$ cat src/rtl/fcpu_pkg.sv
// Shared fcpu types: widths, opcodes, opcode-class helpers and the
// memory access controller state enum.
package fcpu_pkg;

  localparam int DATA_W   = 32;
  localparam int RSV_ID_W = 4;
  localparam int INSTR_W  = 6;
  localparam int CDB_W    = RSV_ID_W + DATA_W;

  localparam logic [INSTR_W-1:0] I_NOP    = 6'h00;
  localparam logic [INSTR_W-1:0] I_LOAD   = 6'h01;
  localparam logic [INSTR_W-1:0] I_LOADB  = 6'h02;
  localparam logic [INSTR_W-1:0] I_LOADR  = 6'h03;
  localparam logic [INSTR_W-1:0] I_STORE  = 6'h04;
  localparam logic [INSTR_W-1:0] I_STOREB = 6'h05;
  localparam logic [INSTR_W-1:0] I_STORER = 6'h06;
  localparam logic [INSTR_W-1:0] I_INPUT  = 6'h07;
  localparam logic [INSTR_W-1:0] I_OUTPUT = 6'h08;
  localparam logic [INSTR_W-1:0] I_ADD    = 6'h09;

  typedef enum logic [2:0] {
    S_IDLE,
    S_READ_WAIT,
    S_RX_WAIT,
    S_TX_WAIT,
    S_RESP
  } mac_state_t;

  function automatic logic is_read(input logic [INSTR_W-1:0] op);
    return (op == I_LOAD) || (op == I_LOADB) || (op == I_LOADR);
  endfunction

  function automatic logic is_write(input logic [INSTR_W-1:0] op);
    return (op == I_STORE) || (op == I_STOREB) || (op == I_STORER);
  endfunction

  function automatic logic is_in(input logic [INSTR_W-1:0] op);
    return op == I_INPUT;
  endfunction

  function automatic logic is_out(input logic [INSTR_W-1:0] op);
    return op == I_OUTPUT;
  endfunction

endpackage

$ cat src/rtl/memory_access_controller_if.sv
// MFU request, BRAM port, UART streams and CDB result bundle of the
// memory access controller.
interface memory_access_controller_if
  import fcpu_pkg::*;
#(
  parameter int ADDR_W = 16
);
  logic                req_valid;
  logic [INSTR_W-1:0]  req_opcode;
  logic [RSV_ID_W-1:0] req_rsv_id;
  logic [DATA_W-1:0]   req_address;
  logic [DATA_W-1:0]   req_data;
  logic                req_ready;

  logic                mem_en;
  logic                mem_we;
  logic [ADDR_W-1:0]   mem_addr;
  logic [DATA_W-1:0]   mem_wdata;
  logic [DATA_W-1:0]   mem_rdata;

  logic                rx_valid;
  logic [7:0]          rx_data;
  logic                rx_ready;
  logic                tx_valid;
  logic [7:0]          tx_data;
  logic                tx_ready;

  logic [CDB_W-1:0]    o_cdb;
  logic                o_cdb_valid;
  logic                o_cdb_ready;
  logic                range_err;

  modport slave (
    input  req_valid, req_opcode, req_rsv_id,
    input  req_address, req_data,
    output req_ready,
    output mem_en, mem_we, mem_addr, mem_wdata,
    input  mem_rdata,
    input  rx_valid, rx_data,
    output rx_ready,
    output tx_valid, tx_data,
    input  tx_ready,
    output o_cdb, o_cdb_valid,
    input  o_cdb_ready,
    output range_err
  );

  modport master (
    output req_valid, req_opcode, req_rsv_id,
    output req_address, req_data,
    input  req_ready,
    input  mem_en, mem_we, mem_addr, mem_wdata,
    output mem_rdata,
    output rx_valid, rx_data,
    input  rx_ready,
    input  tx_valid, tx_data,
    output tx_ready,
    input  o_cdb, o_cdb_valid,
    output o_cdb_ready,
    input  range_err
  );

endinterface

$ cat src/rtl/memory_access_controller.sv
// Sequences BRAM and UART accesses for the MFU, one at a time.
// FCPU_MEM_RANGE_CHECK_EN enables out-of-range address trapping.
module memory_access_controller
  import fcpu_pkg::*;
#(
  parameter int ADDR_W      = 16,
  parameter int MEM_LATENCY = 1
) (
  input logic clk,
  input logic nrst,
  memory_access_controller_if.slave bus
);

  mac_state_t          state_q, state_d;
  logic [RSV_ID_W-1:0] tag_q, tag_d;
  logic [2:0]          cnt_q, cnt_d;
  logic [CDB_W-1:0]    cdb_q, cdb_d;
  logic                cdb_valid_q, cdb_valid_d;
  logic                tx_valid_q, tx_valid_d;
  logic [7:0]          tx_data_q, tx_data_d;
  logic                oor_rd_q, oor_rd_d;
  logic                range_err_q, range_err_d;

  logic req_ready, accept, oor, mem_go;
  logic op_rd, op_wr, op_in, op_out;

  assign op_rd  = is_read(bus.req_opcode);
  assign op_wr  = is_write(bus.req_opcode);
  assign op_in  = is_in(bus.req_opcode);
  assign op_out = is_out(bus.req_opcode);

`ifdef FCPU_MEM_RANGE_CHECK_EN
  assign oor = |bus.req_address[DATA_W-1:ADDR_W];
`else
  logic unused_addr_hi;
  assign unused_addr_hi = ^bus.req_address[DATA_W-1:ADDR_W];
  assign oor = 1'b0;
`endif

  assign req_ready = (state_q == S_IDLE) && !nrst;
  assign accept    = bus.req_valid && req_ready;
  assign mem_go    = accept && (op_rd || op_wr) && !oor;

  assign bus.req_ready = req_ready;
  assign bus.mem_en    = mem_go;
  assign bus.mem_we    = mem_go && op_wr;
  assign bus.mem_addr  = mem_go ? bus.req_address[ADDR_W-1:0] : '0;
  assign bus.mem_wdata = (mem_go && op_wr) ? bus.req_data : '0;

  assign bus.rx_ready    = (state_q == S_RX_WAIT) && !nrst;
  assign bus.tx_valid    = tx_valid_q && !nrst;
  assign bus.tx_data     = tx_data_q;
  assign bus.o_cdb       = cdb_q;
  assign bus.o_cdb_valid = cdb_valid_q && !nrst;
  assign bus.range_err   = range_err_q;

  always_comb begin
    state_d     = state_q;
    tag_d       = tag_q;
    cnt_d       = cnt_q;
    cdb_d       = cdb_q;
    cdb_valid_d = cdb_valid_q;
    tx_valid_d  = tx_valid_q;
    tx_data_d   = tx_data_q;
    oor_rd_d    = oor_rd_q;
    range_err_d = range_err_q;
    unique case (state_q)
      S_IDLE: begin
        if (accept) begin
          range_err_d = range_err_q | ((op_rd | op_wr) & oor);
          unique case (1'b1)
            op_rd: begin
              tag_d    = bus.req_rsv_id;
              cnt_d    = 3'(MEM_LATENCY);
              oor_rd_d = oor;
              state_d  = S_READ_WAIT;
            end
            op_in: begin
              tag_d   = bus.req_rsv_id;
              state_d = S_RX_WAIT;
            end
            op_out: begin
              tx_valid_d = 1'b1;
              tx_data_d  = bus.req_data[7:0];
              state_d    = S_TX_WAIT;
            end
            default: ;
          endcase
        end
      end
      S_READ_WAIT: begin
        // cnt_q==1 marks the cycle mem_rdata is valid
        if (cnt_q == 3'd1) begin
          cnt_d       = '0;
          cdb_d       = {tag_q, oor_rd_q ? '0 : bus.mem_rdata};
          cdb_valid_d = 1'b1;
          state_d     = S_RESP;
        end else begin
          cnt_d = cnt_q - 3'd1;
        end
      end
      S_RX_WAIT: begin
        if (bus.rx_valid) begin
          cdb_d       = {tag_q, 24'd0, bus.rx_data};
          cdb_valid_d = 1'b1;
          state_d     = S_RESP;
        end
      end
      S_TX_WAIT: begin
        if (bus.tx_ready) begin
          tx_valid_d = 1'b0;
          state_d    = S_IDLE;
        end
      end
      S_RESP: begin
        if (bus.o_cdb_ready) begin
          cdb_valid_d = 1'b0;
          state_d     = S_IDLE;
        end
      end
      default: state_d = S_IDLE;
    endcase
  end

  always_ff @(posedge clk) begin
    if (nrst) begin
      state_q     <= S_IDLE;
      tag_q       <= '0;
      cnt_q       <= '0;
      cdb_q       <= '0;
      cdb_valid_q <= 1'b0;
      tx_valid_q  <= 1'b0;
      tx_data_q   <= '0;
      oor_rd_q    <= 1'b0;
      range_err_q <= 1'b0;
    end else begin
      state_q     <= state_d;
      tag_q       <= tag_d;
      cnt_q       <= cnt_d;
      cdb_q       <= cdb_d;
      cdb_valid_q <= cdb_valid_d;
      tx_valid_q  <= tx_valid_d;
      tx_data_q   <= tx_data_d;
      oor_rd_q    <= oor_rd_d;
      range_err_q <= range_err_d;
    end
  end

endmodule

$ cat src/flat_wrapper.sv
// flat-port wrapper written by rule: the top's interface ports become plain ports
module memory_access_controller_flat import fcpu_pkg::*;
#(
  parameter int ADDR_W      = 16,
  parameter int MEM_LATENCY = 1
)
  (clk, nrst, bus_req_valid, bus_req_opcode, bus_req_rsv_id, bus_req_address, bus_req_data, bus_req_ready, bus_mem_en, bus_mem_we, bus_mem_addr, bus_mem_wdata, bus_mem_rdata, bus_rx_valid, bus_rx_data, bus_rx_ready, bus_tx_valid, bus_tx_data, bus_tx_ready, bus_o_cdb, bus_o_cdb_valid, bus_o_cdb_ready, bus_range_err);
  memory_access_controller_if #(.ADDR_W(ADDR_W)) bus_i ();
  input logic clk;
  input logic nrst;
  input wire logic [$bits(bus_i.req_valid)-1:0] bus_req_valid;
  input wire logic [$bits(bus_i.req_opcode)-1:0] bus_req_opcode;
  input wire logic [$bits(bus_i.req_rsv_id)-1:0] bus_req_rsv_id;
  input wire logic [$bits(bus_i.req_address)-1:0] bus_req_address;
  input wire logic [$bits(bus_i.req_data)-1:0] bus_req_data;
  output wire logic [$bits(bus_i.req_ready)-1:0] bus_req_ready;
  output wire logic [$bits(bus_i.mem_en)-1:0] bus_mem_en;
  output wire logic [$bits(bus_i.mem_we)-1:0] bus_mem_we;
  output wire logic [$bits(bus_i.mem_addr)-1:0] bus_mem_addr;
  output wire logic [$bits(bus_i.mem_wdata)-1:0] bus_mem_wdata;
  input wire logic [$bits(bus_i.mem_rdata)-1:0] bus_mem_rdata;
  input wire logic [$bits(bus_i.rx_valid)-1:0] bus_rx_valid;
  input wire logic [$bits(bus_i.rx_data)-1:0] bus_rx_data;
  output wire logic [$bits(bus_i.rx_ready)-1:0] bus_rx_ready;
  output wire logic [$bits(bus_i.tx_valid)-1:0] bus_tx_valid;
  output wire logic [$bits(bus_i.tx_data)-1:0] bus_tx_data;
  input wire logic [$bits(bus_i.tx_ready)-1:0] bus_tx_ready;
  output wire logic [$bits(bus_i.o_cdb)-1:0] bus_o_cdb;
  output wire logic [$bits(bus_i.o_cdb_valid)-1:0] bus_o_cdb_valid;
  input wire logic [$bits(bus_i.o_cdb_ready)-1:0] bus_o_cdb_ready;
  output wire logic [$bits(bus_i.range_err)-1:0] bus_range_err;
  assign bus_i.req_valid = bus_req_valid;
  assign bus_i.req_opcode = bus_req_opcode;
  assign bus_i.req_rsv_id = bus_req_rsv_id;
  assign bus_i.req_address = bus_req_address;
  assign bus_i.req_data = bus_req_data;
  assign bus_req_ready = bus_i.req_ready;
  assign bus_mem_en = bus_i.mem_en;
  assign bus_mem_we = bus_i.mem_we;
  assign bus_mem_addr = bus_i.mem_addr;
  assign bus_mem_wdata = bus_i.mem_wdata;
  assign bus_i.mem_rdata = bus_mem_rdata;
  assign bus_i.rx_valid = bus_rx_valid;
  assign bus_i.rx_data = bus_rx_data;
  assign bus_rx_ready = bus_i.rx_ready;
  assign bus_tx_valid = bus_i.tx_valid;
  assign bus_tx_data = bus_i.tx_data;
  assign bus_i.tx_ready = bus_tx_ready;
  assign bus_o_cdb = bus_i.o_cdb;
  assign bus_o_cdb_valid = bus_i.o_cdb_valid;
  assign bus_i.o_cdb_ready = bus_o_cdb_ready;
  assign bus_range_err = bus_i.range_err;
  memory_access_controller #(.ADDR_W(ADDR_W), .MEM_LATENCY(MEM_LATENCY)) u_core (.clk(clk), .nrst(nrst), .bus(bus_i));
endmodule
$ cat config.mk
export PLATFORM = sky130hd
export DESIGN_NAME = memory_access_controller_flat
export DESIGN_NICKNAME = d
export VERILOG_FILES = /design/src/rtl/fcpu_pkg.sv /design/src/rtl/memory_access_controller_if.sv /design/src/rtl/memory_access_controller.sv /design/src/flat_wrapper.sv
export SDC_FILE = /design/constraint.sdc
export NUM_CORES = 1
export LEC_CHECK = 0
export ABC_AREA = 1
export CORE_MARGIN = 2
export CORE_UTILIZATION = 33
export CTS_BUF_LIST = sky130_fd_sc_hd__clkbuf_2 sky130_fd_sc_hd__clkbuf_4 sky130_fd_sc_hd__clkbuf_8
export DETAILED_ROUTE_END_ITERATION = 8
export GPL_ROUTABILITY_DRIVEN = 0
export GPL_TIMING_DRIVEN = 0
export PLACE_DENSITY = 0.79
export SLEW_MARGIN = 15
export SYNTH_ARGS = -nofsm -noshare
export SYNTH_HDL_FRONTEND = slang
export SYNTH_SLANG_ARGS = --single-unit
$ cat constraint.sdc
create_clock -name clk -period 1.7 [get_ports clk]
set_clock_uncertainty 0.2 [all_clocks]
set_input_delay 0.34 -clock clk [delete_from_list [all_inputs] [get_ports clk]]
set_output_delay 0.34 -clock clk [all_outputs]
set_load 0.005 [all_outputs]
==> flow_metrics.tcl <==
set metrics [dict create \
    finalSetupViolCount 89 \
    crit_arrival_ns 1.89 \
    synth-main-ff-cell "dfxtp_1" \
    synth_fp_nets 551 \
    most-common-layout-cells "clkdlybuf4s50_1 (96), inv_1 (53), buf_6 (49)" \
    yosys_warnings 0 \
    dpl.hpwl_mm 8.57 \
    cp_num_buf_inv 4 \
    grt_pass1_wl_mm 18.7 \
    drt_pass1_iterations 4 \
    dieArea_sq_mm 0.0104 \
    fin_nets 815 \
    ys_seq_elements 56 \
    path_clk_slew_ns 0.10 \
    register_area_sq_mm 0.00117 \
    drc 0 \
    fin_util_pct 69.1 \
    slowest_stage "dfxtp_4" \
    worstSkewPairLatency_ns 0.31 \
    dieHeight_um 102 \
    preCtsSetupSlack_ns -1.25 \
    yosysSeqAreaShare_pct 35.5 \
    vias_per_cell 4.74 \
    required_ns 1.16 \
    synthCells 429 \
    syn2layout_area_growth_pct 102 \
    period_share_pct 143 \
    multi_input_comb_area_sq_mm 0.00195 \
    grt_max_degree 19 \
    switching_power_w 0.00277 \
    status "finished, violations left" \
    place_inst 758 \
    initial_core_util_pct 34.2 \
    drt_iter0_drc 145 \
    max_freq_ghz 0.412 \
    cp-end-kind "output port" \
    swShare_pct 41.3 \
    final_max_slew_viol_count 0 \
    layout_min_cycle_time_ns 2.43 \
    slowest_delay_ns 0.37 \
    synth-edff-count 0 \
    rows 35 \
    final-hold-violation-count 0 \
    power.clock.fraction_pct 11.3 \
    rsz0062_at_grt "true" \
    seq_power_share_pct 26.5 \
    worst_slew_pin_slew_ns 0.609 \
    num_antenna_cells 0 \
    clk_path_buf_depth 2 \
    critPathTopFamily "simple AND/OR/NAND/NOR gates" \
    layout_commonest_cell "clkdlybuf4s50_1" \
    p_comb_share_pct 62.2 \
    yosysUniqueCellTypes 29 \
    async_flop_share_pct 0 \
    path_cells "nor2_4, nand2_4, nor2_8, nand2_4, or2_1, buf_6, buf_12, buf_12, nor2_4, buf_2" \
    drive_gt1_share_pct 42.9 \
    ant_nets 0 \
    cap_viol_max_count 0 \
    wire_per_inst_um 15.5 \
    hold_ws_ns 0.119 \
    die_x_um 102 \
    overflow 0 \
    rrSetupSlack_ns -0.05 \
    port_buffers 200 \
    drt-total-wl_mm 12.8 \
    core_area_sq_mm 0.00924 \
    instances_no_fill 823 \
    cts.sinks 56 \
    violations "setup timing" \
    tritoncts "yes" \
    grt_pass1_vias 3764 \
    grtUsageTotal_pct 22.6 \
    hold_path_class "in -> reg" \
    io_pins 219 \
    crit_type "reg -> out" \
    vdd_drop_max_v 0.000608 \
    fillers 717 \
    leakagePower_nw 3.38 \
    cp_max_fo 5 \
    antenna_found_initial 0 \
    root_buffer "clkbuf_8" \
    h-tree-depth 2 \
    synthesis.area_sq_mm 0.00316 \
    power_density_mw_per_mm2 1050 \
    cp-start-kind "flip-flop" \
    setup_slack_ns -0.728 \
    hold_buffers 0 \
    vias 3902 \
    synth.avg_cell_area_sq_um 7.36 \
    cts_buffers 5 \
    slew-limit-headroom_pct 59.4 \
    intPower_w 0.00394 \
]
per-layer routing:
metal / up-vias / global-route usage [%] / wire [um]
met5: - / 0 / 0
met4: 0 / 5.30 / 233
met3: 22 / 3.59 / 742
met2: 146 / 39.2 / 6600
met1: 1845 / 29.3 / 5190
li1: 1889 / - / -
area by class of cell:
class / instances / area share [%]
clock inverter: 3 / 0.333
timing repair buffer: 256 / 38.6
buffer: 26 / 4.35
sequential: 56 / 18.3
multi-input combinational: 277 / 30.5
clock buffer: 5 / 1.08
inverter: 71 / 4.29
tap: 129 / 2.53
Yosys cell counts (2+ instances only):
library cell  instances  area share (%)
buf_12                3             1.9
a21oi_1              59             9.4
nor2_4               32              11
nand4_1              26             5.2
nor2_1               35             4.2
dfxtp_1              56              36
clkbuf_1              6            0.71
nand2_4               4             1.4
buf_2                 9             1.4
nand2_1              71             8.4
inv_1                70             8.3
o21ai_0              14             2.2
nand3_1              22             3.5
ha_1                  2            0.79
buf_4                 6             1.4
worst paths after layout:
kind                                           from                                 to  cells after the start
setup reg to reg     u_core.state_q[1]$_SDFFE_PP0P_   u_core.bus.o_cdb[4]$_SDFFE_PP0P_                     10
hold / removal                                 nrst  u_core.bus.o_cdb[31]$_SDFFE_PP0P_                      2
setup / recovery     u_core.state_q[1]$_SDFFE_PP0P_                  bus_mem_wdata[28]                     10
hold reg to reg   u_core.bus.o_cdb[23]$_SDFFE_PP0P_  u_core.bus.o_cdb[23]$_SDFFE_PP0P_                      2
through the flow:
| step | area, sq um | total power (W) | setup TNS [ns] |
|---|---|---|---|
| 4_1_cts | 5940 | 0.00614 | -35.30 |
| 2_1_floorplan | 3170 | 0.00333 | -4.65 |
| 6_report | 6380 | 0.00671 | -32.70 |
| 3_3_place_gp | 5340 | 0.00437 | -70.60 |
| 5_1_grt | 6380 | 0.00708 | -39.79 |
| 3_5_place_dp | 5340 | 0.00445 | -73.98 |
registers in the layout, indices dropped and copies added, names as in the netlist:
register            cells
u_core.tag_q            4
u_core.cnt_q            3
u_core.tx_valid_q       1
u_core.bus.tx_data      8
u_core.state_q          3
u_core.cdb_valid_q      1
u_core.bus.o_cdb       36
power groups by stage:
stage	clock network [W]	logic [W]	registers, W
after floorplan	0	0.00157	0.00177
after global placement	0	0.00262	0.00175
after detailed placement	0	0.00268	0.00177
after CTS	0.000768	0.00362	0.00175
after global routing	0.000829	0.00445	0.00180
final	0.000759	0.00417	0.00178
timing repair:
| action | 4_1_cts | 5_1_grt |
|---|---|---|
| buffers inserted | 43 | 9 |
| pin swaps | 15 | 18 |
| setup endpoints to repair | 139 | 124 |
| cloned | 8 | 2 |
| gates resized for setup | 374 | 125 |
worst reg2reg max path, cell delays in order (launching register included):
cell     delay [ns]
dfxtp_4        0.37
buf_4          0.12
buf_8          0.14
nand2_4        0.07
buf_8          0.14
nand2_8        0.08
nand3_4        0.16
buf_6          0.18
a21oi_2        0.11
a21oi_2        0.04
nor2_1         0.09
logic make-up after synthesis:
logic type               count (synthesis)  share of synthesized area [%]
flip-flops                              56                           35.5
AO/OA/AOI/OAI                           75                           12.5
adder cells (fa/ha/maj)                  2                          0.793
AND/OR/NAND/NOR                        197                           36.4
XOR/XNOR                                 1                          0.278
other                                    1                          0.119
buffers and inverters                   97                           14.4
No activity file was read; power rests on OpenSTA's default activity.
